`src/rtl/pool_pkg.sv`:
```
// Shared pooling types and arithmetic: mode encoding, sum width, combine/finalize.
package pool_pkg;

    typedef enum logic [1:0] {
        POOL_MAX  = 2'd0,
        POOL_AVG  = 2'd1,
        POOL_MIN  = 2'd2,
        POOL_RSVD = 2'd3
    } pool_mode_e;

    // Wide working type; callers sign/zero-extend operands into it first.
    localparam int unsigned CALC_W = 32;
    typedef logic [CALC_W-1:0] calc_t;

    function automatic int sum_w(input int dw, input int k);
        return dw + 2 * $clog2(k);
    endfunction

    function automatic calc_t combine(input pool_mode_e mode, input logic is_signed,
                                      input calc_t a, input calc_t b);
        logic a_gt;
        if (is_signed) a_gt = $signed(a) > $signed(b);
        else           a_gt = a > b;
        case (mode)
            POOL_AVG: return a + b;
            POOL_MIN: return a_gt ? b : a;
            default:  return a_gt ? a : b;
        endcase
    endfunction

    function automatic calc_t finalize(input pool_mode_e mode, input logic is_signed,
                                       input calc_t v, input int unsigned shift);
        calc_t r;
        r = v;
        if (mode == POOL_AVG) begin
            if (is_signed) r = $signed(v) >>> shift;
            else           r = v >> shift;
        end
        return r;
    endfunction

endpackage

```
`src/rtl/pool_row_buffer.sv`:
```
// Per-output-column partial result store: one write port, one asynchronous read port.
module pool_row_buffer
    import pool_pkg::*;
#(
    parameter int DEPTH  = 32,
    parameter int WIDTH  = 10,
    parameter int ADDR_W = 5
) (
    input  logic              clk,
    input  logic              wr_en,
    input  logic [ADDR_W-1:0] wr_addr,
    input  logic [WIDTH-1:0]  wr_data,
    input  logic [ADDR_W-1:0] rd_addr,
    output logic [WIDTH-1:0]  rd_data
);

    logic [WIDTH-1:0] mem_q [DEPTH];

    always_ff @(posedge clk) begin
        if (wr_en) mem_q[wr_addr] <= wr_data;
    end

    assign rd_data = mem_q[rd_addr];

endmodule

```
`src/rtl/pool_stream_2d.sv`:
```
// Streaming KxK, stride-K pooling over raster frames with AXI-Stream handshakes.
module pool_stream_2d
    import pool_pkg::*;
#(
    parameter int DATA_WIDTH  = 8,
    parameter int KERNEL_SIZE = 2,
    parameter int MAX_WIDTH   = 64,
    parameter int MAX_HEIGHT  = 64,
    parameter int SIGNED_DATA = 0
) (
    input  logic                            clk,
    input  logic                            reset,
    input  logic [$clog2(MAX_WIDTH+1)-1:0]  cfg_width,
    input  logic [$clog2(MAX_HEIGHT+1)-1:0] cfg_height,
    input  logic [1:0]                      cfg_mode,
    input  logic                            s_axis_tvalid,
    output logic                            s_axis_tready,
    input  logic [DATA_WIDTH-1:0]           s_axis_tdata,
    input  logic                            s_axis_tlast,
    output logic                            m_axis_tvalid,
    input  logic                            m_axis_tready,
    output logic [DATA_WIDTH-1:0]           m_axis_tdata,
    output logic                            m_axis_tlast,
    output logic                            frame_done,
    output logic                            err_frame
);

    localparam int W_W   = $clog2(MAX_WIDTH + 1);
    localparam int H_W   = $clog2(MAX_HEIGHT + 1);
    localparam int K_LOG = $clog2(KERNEL_SIZE);
    localparam int SUM_W = sum_w(DATA_WIDTH, KERNEL_SIZE);
    localparam int DEPTH = MAX_WIDTH / KERNEL_SIZE;
    localparam int OC_W  = (DEPTH > 1) ? $clog2(DEPTH) : 1;
    localparam int unsigned SHIFT = 2 * K_LOG;
    localparam logic [K_LOG-1:0] K_LAST = K_LOG'(KERNEL_SIZE - 1);
    localparam logic IS_SIGNED = (SIGNED_DATA != 0);

    logic [W_W-1:0]        col_q, col_d, width_q, width_d;
    logic [H_W-1:0]        row_q, row_d, height_q, height_d;
    pool_mode_e            mode_q, mode_d;
    logic                  in_frame_q, in_frame_d;
    logic [SUM_W-1:0]      h_acc_q, h_acc_d;
    logic                  out_valid_q, out_valid_d, out_last_q, out_last_d;
    logic [DATA_WIDTH-1:0] out_data_q, out_data_d;
    logic                  frame_done_q, frame_done_d, err_frame_q, err_frame_d;

    logic [W_W-1:0]   width_eff, wfull, owid;
    logic [H_W-1:0]   height_eff, hfull;
    pool_mode_e       mode_eff;
    logic [K_LOG-1:0] kx, ky;
    logic [OC_W-1:0]  oc;
    logic             s_accept, in_window, last_col, last_row, last_window;
    logic             pb_we;
    logic [SUM_W-1:0] pb_wdata, pb_rdata;
    calc_t            px_c, h_c, v_c;

    function automatic calc_t ext_sum(input logic [SUM_W-1:0] v);
        if (IS_SIGNED) return calc_t'($signed(v));
        return calc_t'(v);
    endfunction

    function automatic calc_t ext_px(input logic [DATA_WIDTH-1:0] v);
        if (IS_SIGNED) return calc_t'($signed(v));
        return calc_t'(v);
    endfunction

    assign s_axis_tready = !out_valid_q || m_axis_tready;
    assign s_accept      = s_axis_tvalid && s_axis_tready;

    // The first pixel of a frame must already see the live cfg, before the shadow loads.
    always_comb begin
        width_eff   = in_frame_q ? width_q  : cfg_width;
        height_eff  = in_frame_q ? height_q : cfg_height;
        mode_eff    = in_frame_q ? mode_q   : pool_mode_e'(cfg_mode);
        owid        = width_eff >> K_LOG;
        wfull       = W_W'(owid << K_LOG);
        hfull       = H_W'((height_eff >> K_LOG) << K_LOG);
        kx          = col_q[K_LOG-1:0];
        ky          = row_q[K_LOG-1:0];
        oc          = OC_W'(col_q >> K_LOG);
        in_window   = (col_q < wfull) && (row_q < hfull);
        last_col    = col_q == width_eff - 1'b1;
        last_row    = row_q == height_eff - 1'b1;
        last_window = ((col_q >> K_LOG) == owid - 1'b1) && (row_q == hfull - 1'b1);
        px_c        = ext_px(s_axis_tdata);
        h_c         = combine(mode_eff, IS_SIGNED, ext_sum(h_acc_q), px_c);
        v_c         = combine(mode_eff, IS_SIGNED, ext_sum(pb_rdata), h_c);
    end

    always_comb begin
        col_d        = col_q;
        row_d        = row_q;
        width_d      = width_q;
        height_d     = height_q;
        mode_d       = mode_q;
        in_frame_d   = in_frame_q;
        h_acc_d      = h_acc_q;
        out_valid_d  = out_valid_q && !m_axis_tready;
        out_data_d   = out_data_q;
        out_last_d   = out_last_q;
        frame_done_d = 1'b0;
        err_frame_d  = 1'b0;
        pb_we        = 1'b0;
        pb_wdata     = SUM_W'(h_c);
        if (s_accept) begin
            if (!in_frame_q) begin
                width_d    = cfg_width;
                height_d   = cfg_height;
                mode_d     = pool_mode_e'(cfg_mode);
                in_frame_d = 1'b1;
            end
            if (in_window) begin
                h_acc_d = (kx == '0) ? SUM_W'(px_c) : SUM_W'(h_c);
                if (kx == K_LAST) begin
                    if (ky == '0) begin
                        pb_we = 1'b1;
                    end else if (ky != K_LAST) begin
                        pb_we    = 1'b1;
                        pb_wdata = SUM_W'(v_c);
                    end else begin
                        out_valid_d = 1'b1;
                        out_data_d  = DATA_WIDTH'(finalize(mode_eff, IS_SIGNED, v_c, SHIFT));
                        out_last_d  = last_window;
                    end
                end
            end
            if (last_col) begin
                col_d = '0;
                row_d = last_row ? '0 : row_q + 1'b1;
            end else begin
                col_d = col_q + 1'b1;
            end
            if (s_axis_tlast) begin
                col_d        = '0;
                row_d        = '0;
                in_frame_d   = 1'b0;
                frame_done_d = 1'b1;
                err_frame_d  = !(last_col && last_row);
            end
        end
    end

    always_ff @(posedge clk) begin
        if (reset) begin
            col_q        <= '0;
            row_q        <= '0;
            width_q      <= '0;
            height_q     <= '0;
            mode_q       <= POOL_MAX;
            in_frame_q   <= 1'b0;
            h_acc_q      <= '0;
            out_valid_q  <= 1'b0;
            out_data_q   <= '0;
            out_last_q   <= 1'b0;
            frame_done_q <= 1'b0;
            err_frame_q  <= 1'b0;
        end else begin
            col_q        <= col_d;
            row_q        <= row_d;
            width_q      <= width_d;
            height_q     <= height_d;
            mode_q       <= mode_d;
            in_frame_q   <= in_frame_d;
            h_acc_q      <= h_acc_d;
            out_valid_q  <= out_valid_d;
            out_data_q   <= out_data_d;
            out_last_q   <= out_last_d;
            frame_done_q <= frame_done_d;
            err_frame_q  <= err_frame_d;
        end
    end

    pool_row_buffer #(
        .DEPTH (DEPTH),
        .WIDTH (SUM_W),
        .ADDR_W(OC_W)
    ) u_pbuf (
        .clk    (clk),
        .wr_en  (pb_we),
        .wr_addr(oc),
        .wr_data(pb_wdata),
        .rd_addr(oc),
        .rd_data(pb_rdata)
    );

    assign m_axis_tvalid = out_valid_q;
    assign m_axis_tdata  = out_data_q;
    assign m_axis_tlast  = out_last_q;
    assign frame_done    = frame_done_q;
    assign err_frame     = err_frame_q;

endmodule
```
`config.mk`:
```
export PLATFORM = sky130hd
export DESIGN_NAME = pool_stream_2d
export DESIGN_NICKNAME = d
export VERILOG_FILES = /design/src/rtl/pool_pkg.sv /design/src/rtl/pool_row_buffer.sv /design/src/rtl/pool_stream_2d.sv
export SDC_FILE = /design/constraint.sdc
export NUM_CORES = 1
export LEC_CHECK = 0
export ABC_AREA = 0
export CELL_PAD_IN_SITES_DETAIL_PLACEMENT = 0
export CELL_PAD_IN_SITES_GLOBAL_PLACEMENT = 1
export CORE_ASPECT_RATIO = 0.7
export CORE_MARGIN = 1.5
export CORE_UTILIZATION = 25
export DETAILED_ROUTE_END_ITERATION = 10
export PLACE_DENSITY_LB_ADDON = 0.3
export SETUP_SLACK_MARGIN = 0.05
export SYNTH_ARGS = -nofsm -noshare
export SYNTH_HDL_FRONTEND = slang
export SYNTH_SLANG_ARGS = --single-unit
```
`constraint.sdc`:
```
create_clock -name clk -period 6.8 [get_ports clk]
set_clock_uncertainty 0.15 [all_clocks]
set_input_delay 1.36 -clock clk [delete_from_list [all_inputs] [get_ports clk]]
set_output_delay 1.36 -clock clk [all_outputs]
set_load 0.02 [all_outputs]
```
==> flow_summary.ini <==
[status]
outcome = complete, no violations

[synthesis]
syn-cell-area_sq_um = 17700
postSynthAreaPerCell_sq_um = 13.9
ys_warn_count = 0
synth_async_sr_flop_share_pct = 0
synthFlopType = edfxtp_1
postSynthCellCount = 1271
synth_edf_count = 320
synthesis.nets = 1360
synth_top_area_share_pct = 54.4
synth_top_cells_by_area = edfxtp_1 (54%), mux4_2 (8.0%), dfxtp_1 (6.6%)
synth.lib_cells_used.distinct = 78
yosysSeqAreaShare_pct = 61.0
yosysTopAreaCell = edfxtp_1
synth_seq_cells = 378

[timing]
sum_of_negative_setup_slack_ns = 0
max_clock_freq_mhz = 167
finalCriticalPeriod_ns = 6.00
final.period_utilization_pct = 88.3
finalHoldViolations = 0
setup_viol_count_final = 0
slew_headroom_pct = 25.6
final_max_tran_viols = 0
tightestPinTransition_ns = 1.11
unrepaired_setup_endpoints_after_global_routing = no

[pwr]
vdd.ir_drop.worst_uv = 160
totalPowerFinal_mw = 5.43
p_leak_nw = 6.82
powerDensity_nw_per_um2 = 261

[cts]
cts_htree_levels = 2
cts_buffers = 39
cts_num_sinks = 378
cts_max_path_buffers = 3
cts_hold_repair.buffers = 0
clock_network_latency_to_the_later_pin_of_the_worst_skew_pair_ns = 0.54
cts.root.buffer_cell = clkbuf_16
postCtsSetupRepairBufs = 0
clk_pin_slew_worst_setup_hold_paths_ns = 0.07
cts_tree = built
cts_repair_resize_count = 0

[place]
placement.cell_area_sq_um = 19500
final_gp_congestion = 0.855
place_hpwl_mm = 34.0
port-buffer-count = 41

[routing]
num_vias = 11148
wl_met1_mm = 26.4
drt_first_pass_iters = 7
routedWlPerCell_microns = 21.3
route.detailed.vias_per_inst = 4.83
drc = 0
top_layer_used_by_detailed_routing = met4
detailroute.wirelength.met3_mm = 2.78
detail-route-antenna-nets = 0
met2RoutedLength_mm = 19.3
drt-initial-drc-count = 1111
route.final.wire_length_mm = 49.1

[worst_setup_path]
worstSetupStartpointType = primary input
path_class = primary input to flip-flop
data_required_time_of_the_worst_path_ns = 7.08
largest_fanout_of_any_net_on_the_critical_path = 14
cp.arrival_ns = 6.28
worstSetupEndpointType = flip-flop

[final_layout]
fillerInstances = 7013
nNetsFinal = 1453
multiInputGateArea_sq_um = 6470
final_common_cell = edfxtp_1
drive_gt1_share_pct = 15.9
design_area_sq_um = 20800
final_util_pct = 29.8
commonest_cells_after_routing_fill_and_taps_aside = edfxtp_1 (320), nor2_1 (124), buf_4 (77)
final-seq-area_sq_um = 10800
layout-area-overhead-vs-synth_pct = 17.9

[grt]
grt_pass1_vias = 10868
grt_max_degree = 49
grt_pass1_wl_mm = 73.4
globalRouteOverflowTotal = 0
globalRouteTotalUtil_pct = 13.6
antenna_violations_before_repair = 2

[floorplanning]
io_pins = 42
placeableCoreArea_sq_um = 69900
chipWidth_microns = 321
fp.dieArea_sq_um = 72300
die_h_microns = 225
rows = 81
initial_utilization_pct = 25.3

[hold_path]
hold_path.class = flip-flop to flip-flop

[job]
drv_cap = 0
## critical path, stage by stage
cell             delay [ns]
clkdlybuf4s50_1        0.51
inv_1                  0.09
ha_1                   0.43
a2111oi_4              0.38
nand4b_1               0.30
nand3_1                0.21
nand2_2                0.08
buf_4                  0.18
a222oi_1               0.43
ha_1                   0.40
nand4_1                0.18
o32ai_1                0.11
a31oi_1                0.25
and2_1                 0.37
buf_4                  0.26
o21ai_0                0.10
o22a_1                 0.21
o211a_1                0.13
o41ai_1                0.30
## cells by family (layout without fill, tap and decap cells)
kind of cell	after synthesis	in the layout	share of synthesized area, %
AND/OR/NAND/NOR	310	310	8.44
XOR/XNOR	49	49	2.43
AO/OA/AOI/OAI	232	232	9.21
flip-flops	378	378	61.0
buffers and inverters	109	230	2.60
adder cells (fa/ha/maj)	60	60	4.33
other	0	1	0
multiplexers	133	133	12.0
## through the flow
| step | std cells | setup slack, ns | hold slack (ns) |
|---|---|---|---|
| after detailed placement | 2236 | 0.379 | 0.330 |
| after CTS | 2305 | 0.916 | 0.346 |
| after global routing | 2305 | 0.443 | 0.368 |
| final | 2306 | 0.797 | 0.343 |
| after floorplan | 1271 | 0.0681 | 0.327 |
| after global placement | 2236 | 0.243 | 0.329 |
## report_power, final
part | leakage (nW) | internal, mW | switching, mW
logic | 2.79 | 0.218 | 0.426
clock network | 0.625 | 1.26 | 0.905
registers | 3.40 | 2.60 | 0.0251
total | 6.82 | 4.07 | 1.36
## flip-flops by register name, summed over array words and instances (netlist names), named ones only
signal         count
m_axis_tlast       1
h_acc_q           10
height_q           7
mode_q             2
frame_done         1
width_q            7
row_q              7
m_axis_tvalid      1
err_frame          1
u_pbuf.mem_q     320
col_q              7
m_axis_tdata       8
in_frame_q         1
## per-layer routing
metal	global-route usage, %	vias up
li1	-	5123
met1	22.5	5685
met2	18.1	291
met3	2.15	49
met4	2.42	0
met5	0	-
## worst paths after layout
path / startpoint / to / slack, ns / cells past startpoint
setup reg to reg: flip-flop / m_axis_tdata[4] / 1.27 / 14
setup / recovery: s_axis_tdata[7] / m_axis_tdata[1] / 0.80 / 19
hold reg to reg: m_axis_tdata[1] / m_axis_tdata[1] / 0.34 / 2
hold / removal: m_axis_tdata[1] / m_axis_tdata[1] / 0.34 / 2
## synth_stat cells (9+ instances only)
| library cell | instances |
|---|---|
| ha_1 | 58 |
| nand3_1 | 27 |
| a21oi_1 | 47 |
| o21ai_0 | 34 |
| a31oi_1 | 13 |
| nor3_1 | 14 |
| xor2_1 | 26 |
| nand2b_1 | 18 |
| dfxtp_1 | 58 |
| nand4_1 | 10 |
| mux4_2 | 63 |
| o21a_1 | 9 |
| mux2i_1 | 65 |
| a211oi_1 | 33 |
| xnor2_1 | 23 |
| nor2b_1 | 15 |
| buf_2 | 19 |
| nand2_1 | 51 |
| clkbuf_1 | 36 |
| inv_1 | 41 |
| nor2_1 | 124 |
| edfxtp_1 | 320 |
| a22oi_1 | 13 |
## cell type report
cell class / instances / share of cell area, %
diodes: 1 / 0.0120
clock buffers: 48 / 5.05
clock inverters: 21 / 1.05
inverters: 42 / 0.757
multi-input cells: 784 / 31.1
flip-flops and latches: 378 / 51.8
well taps: 913 / 5.49
repair buffers: 119 / 4.82
Power figures use the tool's default switching activity.
